## src/rtl/fsm_dispatch.sv

```systemverilog
// Top-level instruction sequencer: fetch, latch, one-hot decode, then launch the
// class sub-FSM and wait for its completion under a watchdog.
module fsm_dispatch #(
    parameter int unsigned TIMEOUT = 64
) (
    input  logic        clk,
    input  logic        reset,
    input  logic        run,
    input  logic        mem_ready,
    input  logic [31:0] ins,
    input  logic [3:0]  done,
    output logic        mem_read,
    output logic        load_ins,
    output logic [31:0] code,
    output logic [3:0]  start,
    output logic        busy,
    output logic        illegal,
    output logic        timeout,
    output logic [63:0] instret
);

    localparam int unsigned WdW = $clog2(TIMEOUT) + 1;
    localparam logic [WdW-1:0] WdLast = WdW'(TIMEOUT - 1);

    typedef enum logic [2:0] {
        StIdle     = 3'd0,
        StFetch    = 3'd1,
        StLatch    = 3'd2,
        StDecode   = 3'd3,
        StDispatch = 3'd4,
        StWait     = 3'd5,
        StTrap     = 3'd6
    } state_e;

    state_e         state_q;
    logic [1:0]     cls_q;
    logic [WdW-1:0] wdog_q;
    logic [31:0]    code_q;
    logic           illegal_q;
    logic           timeout_q;
    logic [63:0]    instret_q;

    logic [1:0] dec_cls;
    logic       dec_legal;
    logic       unused_ins;

    assign unused_ins = ^ins[31:7];

    // Class index matches the bit order of start/done: ALU, MEM, BRJ, UPP.
    always_comb begin
        dec_cls   = 2'd0;
        dec_legal = (ins[1:0] == 2'b11);
        case (ins[6:2])
            5'd4, 5'd12:         dec_cls = 2'd0;
            5'd0, 5'd8:          dec_cls = 2'd1;
            5'd24, 5'd25, 5'd27: dec_cls = 2'd2;
            5'd5, 5'd13:         dec_cls = 2'd3;
            default:             dec_legal = 1'b0;
        endcase
    end

    always_ff @(posedge clk) begin
        if (reset) begin
            state_q   <= StIdle;
            cls_q     <= 2'd0;
            wdog_q    <= '0;
            code_q    <= '0;
            illegal_q <= 1'b0;
            timeout_q <= 1'b0;
            instret_q <= '0;
        end else begin
            case (state_q)
                StIdle: begin
                    if (run) state_q <= StFetch;
                end
                StFetch: begin
                    if (mem_ready) state_q <= StLatch;
                end
                StLatch: state_q <= StDecode;
                StDecode: begin
                    code_q <= 32'd1 << ins[6:2];
                    cls_q  <= dec_cls;
                    if (dec_legal) begin
                        state_q <= StDispatch;
                    end else begin
                        state_q   <= StTrap;
                        illegal_q <= 1'b1;
                    end
                end
                StDispatch: begin
                    wdog_q  <= '0;
                    state_q <= StWait;
                end
                StWait: begin
                    // Completion takes priority over the watchdog limit.
                    if (done[cls_q]) begin
                        instret_q <= instret_q + 64'd1;
                        state_q   <= run ? StFetch : StIdle;
                    end else if (wdog_q == WdLast) begin
                        state_q   <= StTrap;
                        timeout_q <= 1'b1;
                    end else begin
                        wdog_q <= wdog_q + 1'b1;
                    end
                end
                StTrap: state_q <= StTrap;
                default: state_q <= StIdle;
            endcase
        end
    end

    always_comb begin
        mem_read = (state_q == StFetch);
        load_ins = (state_q == StLatch);
        start    = (state_q == StDispatch) ? (4'b0001 << cls_q) : 4'b0000;
        busy     = (state_q == StFetch) || (state_q == StLatch) || (state_q == StDecode) ||
                   (state_q == StDispatch) || (state_q == StWait);
    end

    assign code    = code_q;
    assign illegal = illegal_q;
    assign timeout = timeout_q;
    assign instret = instret_q;

endmodule

```

## config.mk

```make
export PLATFORM = sky130hd
export DESIGN_NAME = fsm_dispatch
export DESIGN_NICKNAME = d
export VERILOG_FILES = /design/src/rtl/fsm_dispatch.sv
export SDC_FILE = /design/constraint.sdc
export NUM_CORES = 1
export LEC_CHECK = 0
export CORE_MARGIN = 4
export CORE_UTILIZATION = 52
export CTS_CLUSTER_DIAMETER = 80
export DETAILED_ROUTE_END_ITERATION = 6
export PLACE_DENSITY_LB_ADDON = 0.12
export SETUP_SLACK_MARGIN = 0.2
export SLEW_MARGIN = 25
export SYNTH_ARGS = -nofsm -noshare
export SYNTH_HDL_FRONTEND = slang
export SYNTH_SLANG_ARGS = --single-unit
```

## constraint.sdc

```tcl
create_clock -name clk -period 7.35 [get_ports clk]
set_input_delay 2.205 -clock clk [delete_from_list [all_inputs] [get_ports clk]]
set_output_delay 2.205 -clock clk [all_outputs]
set_load 0.02 [all_outputs]
```

Yosys cells after proc, flatten, opt, wreduce, memory -nomap -nowiden
Cells that the tools add are included.
{"block": "op_classes", "n_eq_ne": 21, "n_bitwise": 2, "reduce_logical": 16, "n_addsub": 2, "shifts": 2, "n_lt_le_gt_ge": 1, "n_mux": 15}
{"op": "64-bit by 1-bit adder with 64-bit output (second input constant)", "count": 1}
{"op": "1-bit by 5-bit << shifter with 32-bit output (first input constant)", "count": 1}
{"op": "3-bit case mux with 7 select lines", "count": 1}
{"op": "5-bit by 4-bit == test with 1-bit output (second input constant)", "count": 3}
{"op": "5-bit == test (second input constant)", "count": 3}
{"op": "7-bit two-way mux", "count": 2}
{"op": "7-bit case mux with 2 select lines", "count": 1}
{"op": "3-bit two-way mux", "count": 4}
{"op": "5-bit by 3-bit == test with 1-bit output (second input constant)", "count": 2}
{"op": "3-bit == test (second input constant)", "count": 3}
{"op": "3-bit AND reduction", "count": 3}
{"op": "9-bit OR reduction", "count": 1}
{"op": "2-bit != test (second input constant)", "count": 4}
{"op": "7-bit by 1-bit adder with 7-bit output (second input constant)", "count": 1}
{"op": "7-bit by 6-bit == test with 1-bit output (second input constant)", "count": 1}
{"op": "3-bit by 2-bit == test with 1-bit output (second input constant)", "count": 2}
{"op": "2-bit case mux with 3 select lines", "count": 1}
{"op": "5-bit logical NOT", "count": 1}
{"op": "1-bit logical OR", "count": 4}
{"op": "4-bit two-way mux", "count": 1}
{"op": "2-bit AND reduction", "count": 2}
{"op": "2-bit OR reduction", "count": 2}
{"op": "1-bit by 2-bit << shifter with 4-bit output (first input constant)", "count": 1}
{"op": "3-bit by 1-bit == test with 1-bit output (second input constant)", "count": 1}
{"op": "other kinds (10)", "count": 13}
{"block": "word_totals", "output_inout_bits": 105, "ff_bits": 110, "in_bits": 40}

Logic depth before layout (Yosys ltp)
Gate-level depths: netlist of run 1.
{"block": "logic_depth", "depth_word": 5, "mapped_depth": 8, "depth_no_buf": 6}

Least setup slack after synthesis of run 1
OpenSTA, ideal clock, no wires.
{"block": "synth_timing", "path_kind": "input to register", "startpoint": "input port done[3]", "endpoint": "register instret_q[37] (netlist: instret[37])", "path_stages": 7, "slack_ns": 3.523, "arrival_ns": 3.700, "setup_ns": 0.128, "path_buffers": 3, "cell_sequence": "mux4_2 > clkbuf_8 > nand4_1 > clkbuf_1 > clkbuf_1 > xnor2_1 > nor2_1"}
{"block": "synth_via", "elab_chain_cells": 3}
{"element": "from (decl)", "line": "11", "source": "input logic [3:0] done,"}
{"element": "1-bit binary-select mux with 2-bit select", "line": "96", "source": "if (done[cls_q]) begin"}
{"element": "1-bit two-way mux (implied by the code)", "line": "96"}
{"element": "2-bit AND reduction (no line)"}
{"element": "to (signal assigned)", "line": "97", "source": "instret_q <= instret_q + 64'd1;"}
{"element": "to (decl)", "line": "41", "source": "logic [63:0] instret_q;"}
No other way between the ends. The select of a mux whose other input is x is not followed.
A chain may end at the register's enable or synchronous reset.

Worst setup path after layout of run 1
{"block": "layout_timing", "startpoint": "register state_q[2]", "endpoint": "output port start[1]"}
{"block": "layout_via", "elab_chain_cells": 2}
{"element": "from (decl)", "line": "35", "source": "state_e state_q;"}
{"element": "from (signal assigned)", "line": "64", "source": "state_q <= StIdle;"}
{"element": "from (signal assigned)", "line": "74", "source": "if (run) state_q <= StFetch;"}
{"element": "from (signal assigned)", "line": "77", "source": "if (mem_ready) state_q <= StLatch;"}
{"element": "3-bit == test", "line": "115", "source": "start = (state_q == StDispatch) ? (4'b0001 << cls_q) : 4'b0000;"}
{"element": "4-bit two-way mux", "line": "115"}
{"element": "to (decl)", "line": "15", "source": "output logic [3:0] start,"}
No other way between the ends.

==> flow_metrics.tcl, run 1 <==
set metrics [dict create \
    status "completed" \
    ios 145 \
    timing.final.crit_share_pct 60.4 \
    maxCapViolCount 0 \
    finish.utilization_pct 69.2 \
    firstDrtPassIters 5 \
    slew_violations 0 \
    die_h_um 107 \
    clk_pin_slew_ns 0.10 \
    htreeDepth 3 \
    register_area_um2 2200 \
    dieArea_um2 11400 \
    yosysMostFrequentCell "dfxtp_1" \
    grt_usage_pct 23.0 \
    cts_tree "built" \
    cts_resized 0 \
    ys_ff_latch 110 \
    ant_nets 0 \
    crit_type "reg2out" \
    rows 35 \
    tns_ns 0 \
    startpoint_type "register" \
    synth_edf_count 0 \
    syn_avg_cell_area_um2 8.38 \
    grt_overflow 0 \
    setup_viol 0 \
    yosysTopAreaCell "dfxtp_1" \
    grt_max_degree 107 \
    initial_core_util_pct 54.3 \
    yosysWarnings 0 \
    yosysSeqAreaShare_pct 43.3 \
    cts_buffers 9 \
    cp.arrival_ns 2.23 \
    port_buffers 119 \
    finalHoldViolations 0 \
    cts_buffer_depth 2 \
    slew_headroom_pct 43.8 \
    synthAdderAreaFrac_pct 0.492 \
    viasPerCell 5.96 \
    core_area_um2 9370 \
    drc 0 \
    die_x_um 107 \
    drt_wl_total_mm 13.0 \
    grt_pass1_wl_mm 22.1 \
    cts_setup_buffers 0 \
    ys_types 52 \
    fillers 815 \
    multiInputGateArea_um2 2660 \
    dp_hpwl_mm 8.90 \
    drive_above_1_share_pct 5.37 \
    leakage_nw 2.01 \
    place.gp.congestion 0.859 \
    endpoint_kind "primary output" \
    ys_top_cells_by_area "dfxtp_1, nor2_1, a22oi_1, a21oi_1, or4_1" \
    crit_fanout 13 \
    stdcell_count 837 \
    synth_area_um2 5090 \
    layout.nets 745 \
    cts-root-buf "clkbuf_8" \
    power_mw 1.04 \
    wl_per_cell_um 15.6 \
    place_inst 820 \
    clock-sinks 110 \
    ir_drop_uv 103 \
    worst_slew_pin_slew_ns 0.837 \
    antenna_found_initial 0 \
    r2r_slack_ns 4.35 \
    synth-compound-area-share_pct 17.3 \
    vias 4985 \
    synth_top_family_by_area "simple AND/OR/NAND/NOR gates" \
    diodes 0 \
    place_area_um2 6260 \
    area_growth_pct 27.4 \
    min_period_ns 4.44 \
    required_ns 5.14 \
    initialDrtViolationCount 237 \
    synth-xor-area-share_pct 4.48 \
    synth-simple-area-share_pct 29.1 \
    synth_fp_nets 649 \
    synthMuxAreaShare_pct 0.861 \
    hold_class "reg2reg" \
    rsz0062_at_grt "no" \
    synthFlopType "dfxtp_1" \
    grt_pass1_vias 4666 \
    skew_ns 0.0111 \
    post_synth_most_frequent_cells "dfxtp_1, nor2_1, a21oi_1" \
    synth_top_area_share_pct 43.3 \
    ys_async_sr_fraction_pct 0 \
    fmax_mhz 225 \
    fin_area_um2 6480 \
    p_per_area_nw_per_um2 160 \
    synthCells 607 \
    insertion_delay_ns 0.37 \
    ctsHoldBuffers 0 \
]
power by group:
part | internal, mW | total (mW) | switching, mW
logic | 0.0198 | 0.0511 | 0.0313
registers | 0.597 | 0.602 | 0.00489
clock network | 0.163 | 0.382 | 0.220
total | 0.780 | 1.04 | 0.256
layout make-up:
cell class              instances  share of cell area (%)
clock inverters                 7                    1.24
multi-input cells             450                    41.0
inverters                       9                   0.521
repair buffers                123                    18.9
clock buffers                   9                    1.91
well taps                     129                    2.49
flip-flops and latches        110                    34.0
kinds of logic after synthesis:
family,count (synthesis)
simple gates,278
fa+ha+maj,2
xor+xnor,26
mux,3
flops,110
compound gates,141
buf+inv,47
worst max-delay path: stages (launching register included):
cell and delay (ns):
dfxtp_1 0.57, nand2b_1 0.28, nor2_1 0.21, nand2_1 0.07, nor2_1 0.11, clkdlybuf4s50_1 0.62
cells in the final DEF (no fill, tap or decap), types with 9 or more instances in the layout:
cell             Yosys  routed
a21oi_1             49      49
a22oi_1             33      33
and3_1              10      10
clkbuf_8             4       9
clkdlybuf4s50_1      0     118
dfxtp_1            110     110
inv_1                9       9
nand2_1             39      39
nand3_1             29      29
nand4_1             23      23
nor2_1              78      78
nor3_1              12      12
o21ai_0             22      22
o31ai_1             23      23
or3_1               18      18
or4_1               24      24
xor2_1              20      20
path summary, 6_finish.rpt:
kind                                               from                       end  cells after the start
worst max-delay path            state_q[2]$_SDFFE_PP0P_                  start[1]                      5
worst min-delay path             wdog_q[6]$_SDFFE_PP0P_    wdog_q[6]$_SDFFE_PP0P_                      2
worst max register to register  state_q[0]$_SDFFE_PP0P_  instret[43]$_SDFFE_PP0P_                      6
worst min register to register   wdog_q[6]$_SDFFE_PP0P_    wdog_q[6]$_SDFFE_PP0P_                      2
layer usage:
| layer | wire length, µm | track usage (%) | vias up |
|---|---|---|---|
| met3 | 771 | 4.52 | 18 |
| met1 | 5740 | 29.9 | 2387 |
| met2 | 6340 | 38.4 | 157 |
| li1 | - | - | 2423 |
| met4 | 184 | 7.49 | 0 |
| met5 | 0 | 0 | - |
per-stage QoR:
stage	setup slack (ns)	hold WS [ns]
floorplan	3.52	0.409
global placement	2.53	0.419
detailed placement	2.41	0.430
CTS	2.82	0.446
global route	2.69	0.469
finish	2.91	0.440
sequential cells by signal, indices dropped and copies added (netlist names):
signal	count
instret	64
code	32
wdog_q	7
state_q	3
cls_q	2
illegal	1
timeout	1
No activity file was read; power rests on OpenSTA's default activity.
==> run 2, diff against run 1 <==
--- a/config.mk
+++ b/config.mk
@@ -6,7 +6,7 @@
 export NUM_CORES = 1
 export LEC_CHECK = 0
 export CORE_MARGIN = 4
-export CORE_UTILIZATION = 52
+export CORE_UTILIZATION = 48
 export CTS_CLUSTER_DIAMETER = 80
 export DETAILED_ROUTE_END_ITERATION = 6
 export PLACE_DENSITY_LB_ADDON = 0.12
==> constraint.sdc (replaced) <==
create_clock -name clk -period 4.1 [get_ports clk]
set_input_delay 1.23 -clock clk [delete_from_list [all_inputs] [get_ports clk]]
set_output_delay 1.23 -clock clk [all_outputs]
set_load 0.02 [all_outputs]
==> run 2 against run 1 <==
Core utilization shrank 6.0 points. Routed wire length grew 0.42%. Critical path depth shrank 1. Register-to-register slack lost 3.1 ns. Global-route usage shrank 2.1 points. Combinational power grew 83%. Die area grew 7.7%. Hold slack gained 0.0038 ns. Largest power group unchanged.
==> flow_metrics.tcl, run 2 (synthesis gave the netlist of run 1 again) <==
set metrics [dict create \
    slew_headroom_pct 41.3 \
    grt_overflow 0 \
    place_inst 830 \
    p_sw_share_pct 23.4 \
    clk_pin_slew_ns 0.09 \
    drt_wl_total_mm 13.1 \
    place.gp.congestion 0.792 \
    area_growth_pct 28.3 \
    crit_fanout 13 \
    skew_ns 0.0131 \
    min_from "wdog_q[6]$_SDFFE_PP0P_" \
    leakage_nw 2.03 \
    finalHoldViolations 0 \
    pwr-share-comb_pct 5.0 \
    rr_startpoint "instret[0]$_SDFFE_PP0P_" \
    largest_reg_flops 64 \
    cts_resized 0 \
    drive_above_1_share_pct 5.63 \
    status "completed" \
    dr_wl_met2_mm 6.31 \
    final_common_cell "clkdlybuf4s50_1" \
    cp_slowest_stage_delay_ns 0.60 \
    power.share.clock_pct 37.7 \
    diodes 0 \
    cts_setup_buffers 0 \
    insertion_delay_ns 0.39 \
    drc 0 \
    cts_buffer_depth 2 \
    min_period_ns 3.46 \
    p_sw_uw 440 \
    worst_slew_pin_slew_ns 0.880 \
    required_ns 2.87 \
    tns_ns 0 \
    layout_common_cells "clkdlybuf4s50_1, dfxtp_1, nor2_1" \
    cts-root-buf "clkbuf_8" \
    path_cells "nand2b_1 > nor2_1 > and3_1 > clkdlybuf4s50_1" \
    setup_viol 0 \
    viasPerCell 5.80 \
    die_x_um 111 \
    firstDrtPassIters 5 \
    hold_class "reg2reg" \
    layout.nets 747 \
    dp_hpwl_mm 9.03 \
    wl_per_cell_um 15.5 \
    fillers 908 \
    finish.utilization_pct 63.2 \
    endpoint_kind "primary output" \
    crit_type "reg2out" \
    initialDrtViolationCount 330 \
    fmax_mhz 289 \
    wl_met3_um 746 \
    crit_start "state_q[2]$_SDFFE_PP0P_" \
    htreeDepth 3 \
    cts_buffers 9 \
    grt_pass1_wl_mm 22.0 \
    antenna_found_initial 0 \
    cp_slowest_cell "clkdlybuf4s50_1" \
    vias 4904 \
    r2r_slack_ns 1.28 \
    ant_nets 0 \
    initial_core_util_pct 49.3 \
    wl_met1_mm 5.78 \
    cell_internal_pwr_mw 1.44 \
    rsz0062_at_grt "no" \
    grt_pass1_vias 4687 \
    clock-sinks 110 \
    maxCapViolCount 0 \
    dieArea_um2 12300 \
    grt_max_degree 62 \
    p_per_area_nw_per_um2 288 \
    startpoint_type "register" \
    stdcell_count 846 \
    power_frac_seq_pct 57.4 \
    grt_usage_pct 20.9 \
    routed.top_layer "met4" \
    rows 37 \
    ios 145 \
    cts_tree "built" \
    ctsHoldBuffers 0 \
    cp.arrival_ns 2.23 \
    slew_violations 0 \
    ir_drop_uv 180 \
    die_h_um 111 \
    core_area_um2 10300 \
    port_buffers 119 \
    timing.final.crit_share_pct 84.4 \
]
[run 2: area by class of cell]
class                      instances  area, µm²  area share [%]
multi-input combinational        450       2660            40.7
timing repair buffer             125       1240            19.1
clock inverter                     4       53.8           0.824
sequential                       110       2200            33.7
tap                              136        170            2.61
clock buffer                      12        165            2.53
inverter                           9       33.8           0.518
[run 2: power by group through the flow]
| stage | registers, mW | clock network (mW) | logic (mW) |
|---|---|---|---|
| final | 1.08 | 0.709 | 0.0934 |
| after global routing | 1.08 | 0.773 | 0.102 |
| after CTS | 1.08 | 0.722 | 0.0941 |
| after detailed placement | 1.10 | 0 | 0.0933 |
| after global placement | 1.10 | 0 | 0.0922 |
| after floorplan | 1.10 | 0 | 0.0650 |
[run 2: layer usage]
metal  vias to the layer above  track usage [%]
li1                       2424                -
met1                      2313             26.5
met2                       145             34.7
met3                        22             5.02
met4                         0             7.47
met5                         -                0
[run 2: final timing paths]
| check | endpoint | cells after the start |
|---|---|---|
| worst min-delay path | wdog_q[6]$_SDFFE_PP0P_ | 2 |
| worst max-delay path | start[3] | 4 |
| worst min register to register | wdog_q[6]$_SDFFE_PP0P_ | 2 |
| worst max register to register | instret[56]$_SDFFE_PP0P_ | 6 |
[run 2: critical path, delay by kind of cell (launching register included)]
kind / cells / cell delay, ns
AND/OR/NAND/NOR: 3 / 0.68
flip-flops: 1 / 0.57
buffers and inverters: 1 / 0.60
[run 2: stage by stage]
| stage | power [mW] | setup WS [ns] | cell area (µm²) | hold WS, ns |
|---|---|---|---|---|
| after global routing | 1.96 | 0.380 | 6530 | 0.462 |
| after detailed placement | 1.20 | 0.608 | 6310 | 0.428 |
| final | 1.88 | 0.639 | 6530 | 0.444 |
| after floorplan | 1.16 | 1.25 | 5090 | 0.409 |
| after global placement | 1.20 | 0.680 | 6310 | 0.417 |
| after CTS | 1.90 | 0.614 | 6530 | 0.442 |
==> run 3, diff against run 2 <==
==> constraint.sdc (replaced) <==
create_clock -name clk -period 3.3 [get_ports clk]
set_input_delay 0.99 -clock clk [delete_from_list [all_inputs] [get_ports clk]]
set_output_delay 0.99 -clock clk [all_outputs]
set_load 0.02 [all_outputs]
==> run 3 against run 2 <==
Sequential share of layout area is 0.17 points lower. Non-clock buffer count is 5 higher. Die area stayed put. Global-route usage is 0.14 points lower. Hold slack better by 0.0031 ns. Clock skew is 0.0022 ns higher. Critical endpoint unchanged. Routed wire length is 0.21% higher. Worst setup slack worse by 0.27 ns. Clock power is 19% higher. Highest routed layer unchanged. Via count is 0.63% higher.
==> flow_metrics.tcl, run 3 (synthesis gave the netlist of run 1 again) <==
set metrics [dict create \
    wl_met3_um 774 \
    rows 37 \
    setup_viol 0 \
    timing.final.crit_share_pct 88.9 \
    rsz0062_at_grt "no" \
    area_growth_pct 29.1 \
    crit_start "state_q[1]$_SDFFE_PP0P_" \
    finalHoldViolations 0 \
    maxCapViolCount 0 \
    vias 4935 \
    required_ns 2.31 \
    cts_setup_buffers 0 \
    crit_fanout 11 \
    largest_reg_flops 64 \
    status "completed" \
    layout.nets 752 \
    min_from "wdog_q[6]$_SDFFE_PP0P_" \
    insertion_delay_ns 0.37 \
    skew_ns 0.0153 \
    htreeDepth 3 \
    grt_max_degree 61 \
    wl_per_cell_um 15.4 \
    ant_nets 0 \
    wl_met1_mm 5.76 \
    fmax_mhz 341 \
    dr_wl_met2_mm 6.42 \
    dieArea_um2 12300 \
    grt_overflow 0 \
    initial_core_util_pct 49.3 \
    drive_above_1_share_pct 6.58 \
    p_per_area_nw_per_um2 351 \
    fillers 908 \
    cts_buffers 9 \
    place_inst 835 \
    layout_common_cells "clkdlybuf4s50_1, dfxtp_1, nor2_1" \
    drc 0 \
    endpoint_kind "primary output" \
    grt_pass1_vias 4638 \
    cp.arrival_ns 1.94 \
    antenna_found_initial 0 \
    cts_tree "built" \
    grt_usage_pct 20.8 \
    drt_wl_total_mm 13.1 \
    die_h_um 111 \
    clk_pin_slew_ns 0.09 \
    hold_class "reg2reg" \
    initialDrtViolationCount 340 \
    ios 145 \
    die_x_um 111 \
    firstDrtPassIters 5 \
    tns_ns 0 \
    multiInputGateArea_um2 2670 \
    core_area_um2 10300 \
    final_common_cell "clkdlybuf4s50_1" \
    clock-sinks 110 \
    rr_startpoint "instret[1]$_SDFFE_PP0P_" \
    slew_violations 0 \
    cts_buffer_depth 2 \
    crit_type "reg2out" \
    stdcell_count 850 \
    viasPerCell 5.81 \
    min_period_ns 2.93 \
    ir_drop_uv 206 \
    grt_pass1_wl_mm 22.1 \
    dp_hpwl_mm 9.24 \
    diodes 0 \
    leakage_nw 2.09 \
    register_area_um2 2200 \
    port_buffers 119 \
    worst_slew_pin_slew_ns 0.922 \
    startpoint_type "register" \
    routed.top_layer "met4" \
    cts-root-buf "clkbuf_8" \
    slew_headroom_pct 38.6 \
    place.gp.congestion 0.813 \
]
## run 3: worst paths after layout
path	end	cells past startpoint	slack, ns
setup reg to reg	instret[48]$_SDFFE_PP0P_	6	0.55
hold / removal	wdog_q[6]$_SDFFE_PP0P_	2	0.45
setup / recovery	start[3]	4	0.37
hold reg to reg	wdog_q[6]$_SDFFE_PP0P_	2	0.45
## run 3: layout make-up
class	instances	area share (%)
Multi-Input combinational cell	450	40.6
Clock buffer	12	2.51
Clock inverter	3	0.648
Tap cell	136	2.59
Sequential cell	110	33.6
Inverter	9	0.514
Timing Repair Buffer	130	19.6
## run 3: what timing repair did
action / 4_1_cts / 5_1_grt
setup endpoints to repair: 4 / 4
hold buffers: 0 / 0
gates resized for setup: 2 / 4
pin swaps: 0 / 0
## run 3: through the flow
stage	total power [mW]	utilization (%)	worst slack (ns)	hold WS, ns	instance area [µm²]
2_1_floorplan	1.44	-	0.688	0.409	5090
3_3_place_gp	1.49	61.5	0.160	0.420	6350
3_5_place_dp	1.49	61.5	0.0916	0.432	6350
4_1_cts	2.32	63.5	0.248	0.447	6560
5_1_grt	2.40	63.6	0.275	0.475	6570
6_report	2.31	63.6	0.367	0.447	6570
## run 3: critical path, cell delays in order (launching register included)
cell             delay, ns
dfxtp_1               0.52
nand2b_4              0.26
nor2_1                0.08
and3_1                0.20
clkdlybuf4s50_1       0.53
## run 3: routing by layer
layer | vias up | GRT usage, %
met3 | 13 | 4.04
met2 | 137 | 35.0
li1 | 2434 | -
met1 | 2351 | 27.1
met5 | - | 0
met4 | 0 | 5.99
## run 3: power by group
group / switching, mW / leakage, nW / total [mW] / internal [mW]
Sequential: 0.0112 / 0.887 / 1.34 / 1.33
Clock: 0.436 / 0.104 / 0.844 / 0.408
Combinational: 0.0719 / 1.10 / 0.120 / 0.0479
Total: 0.519 / 2.09 / 2.31 / 1.79
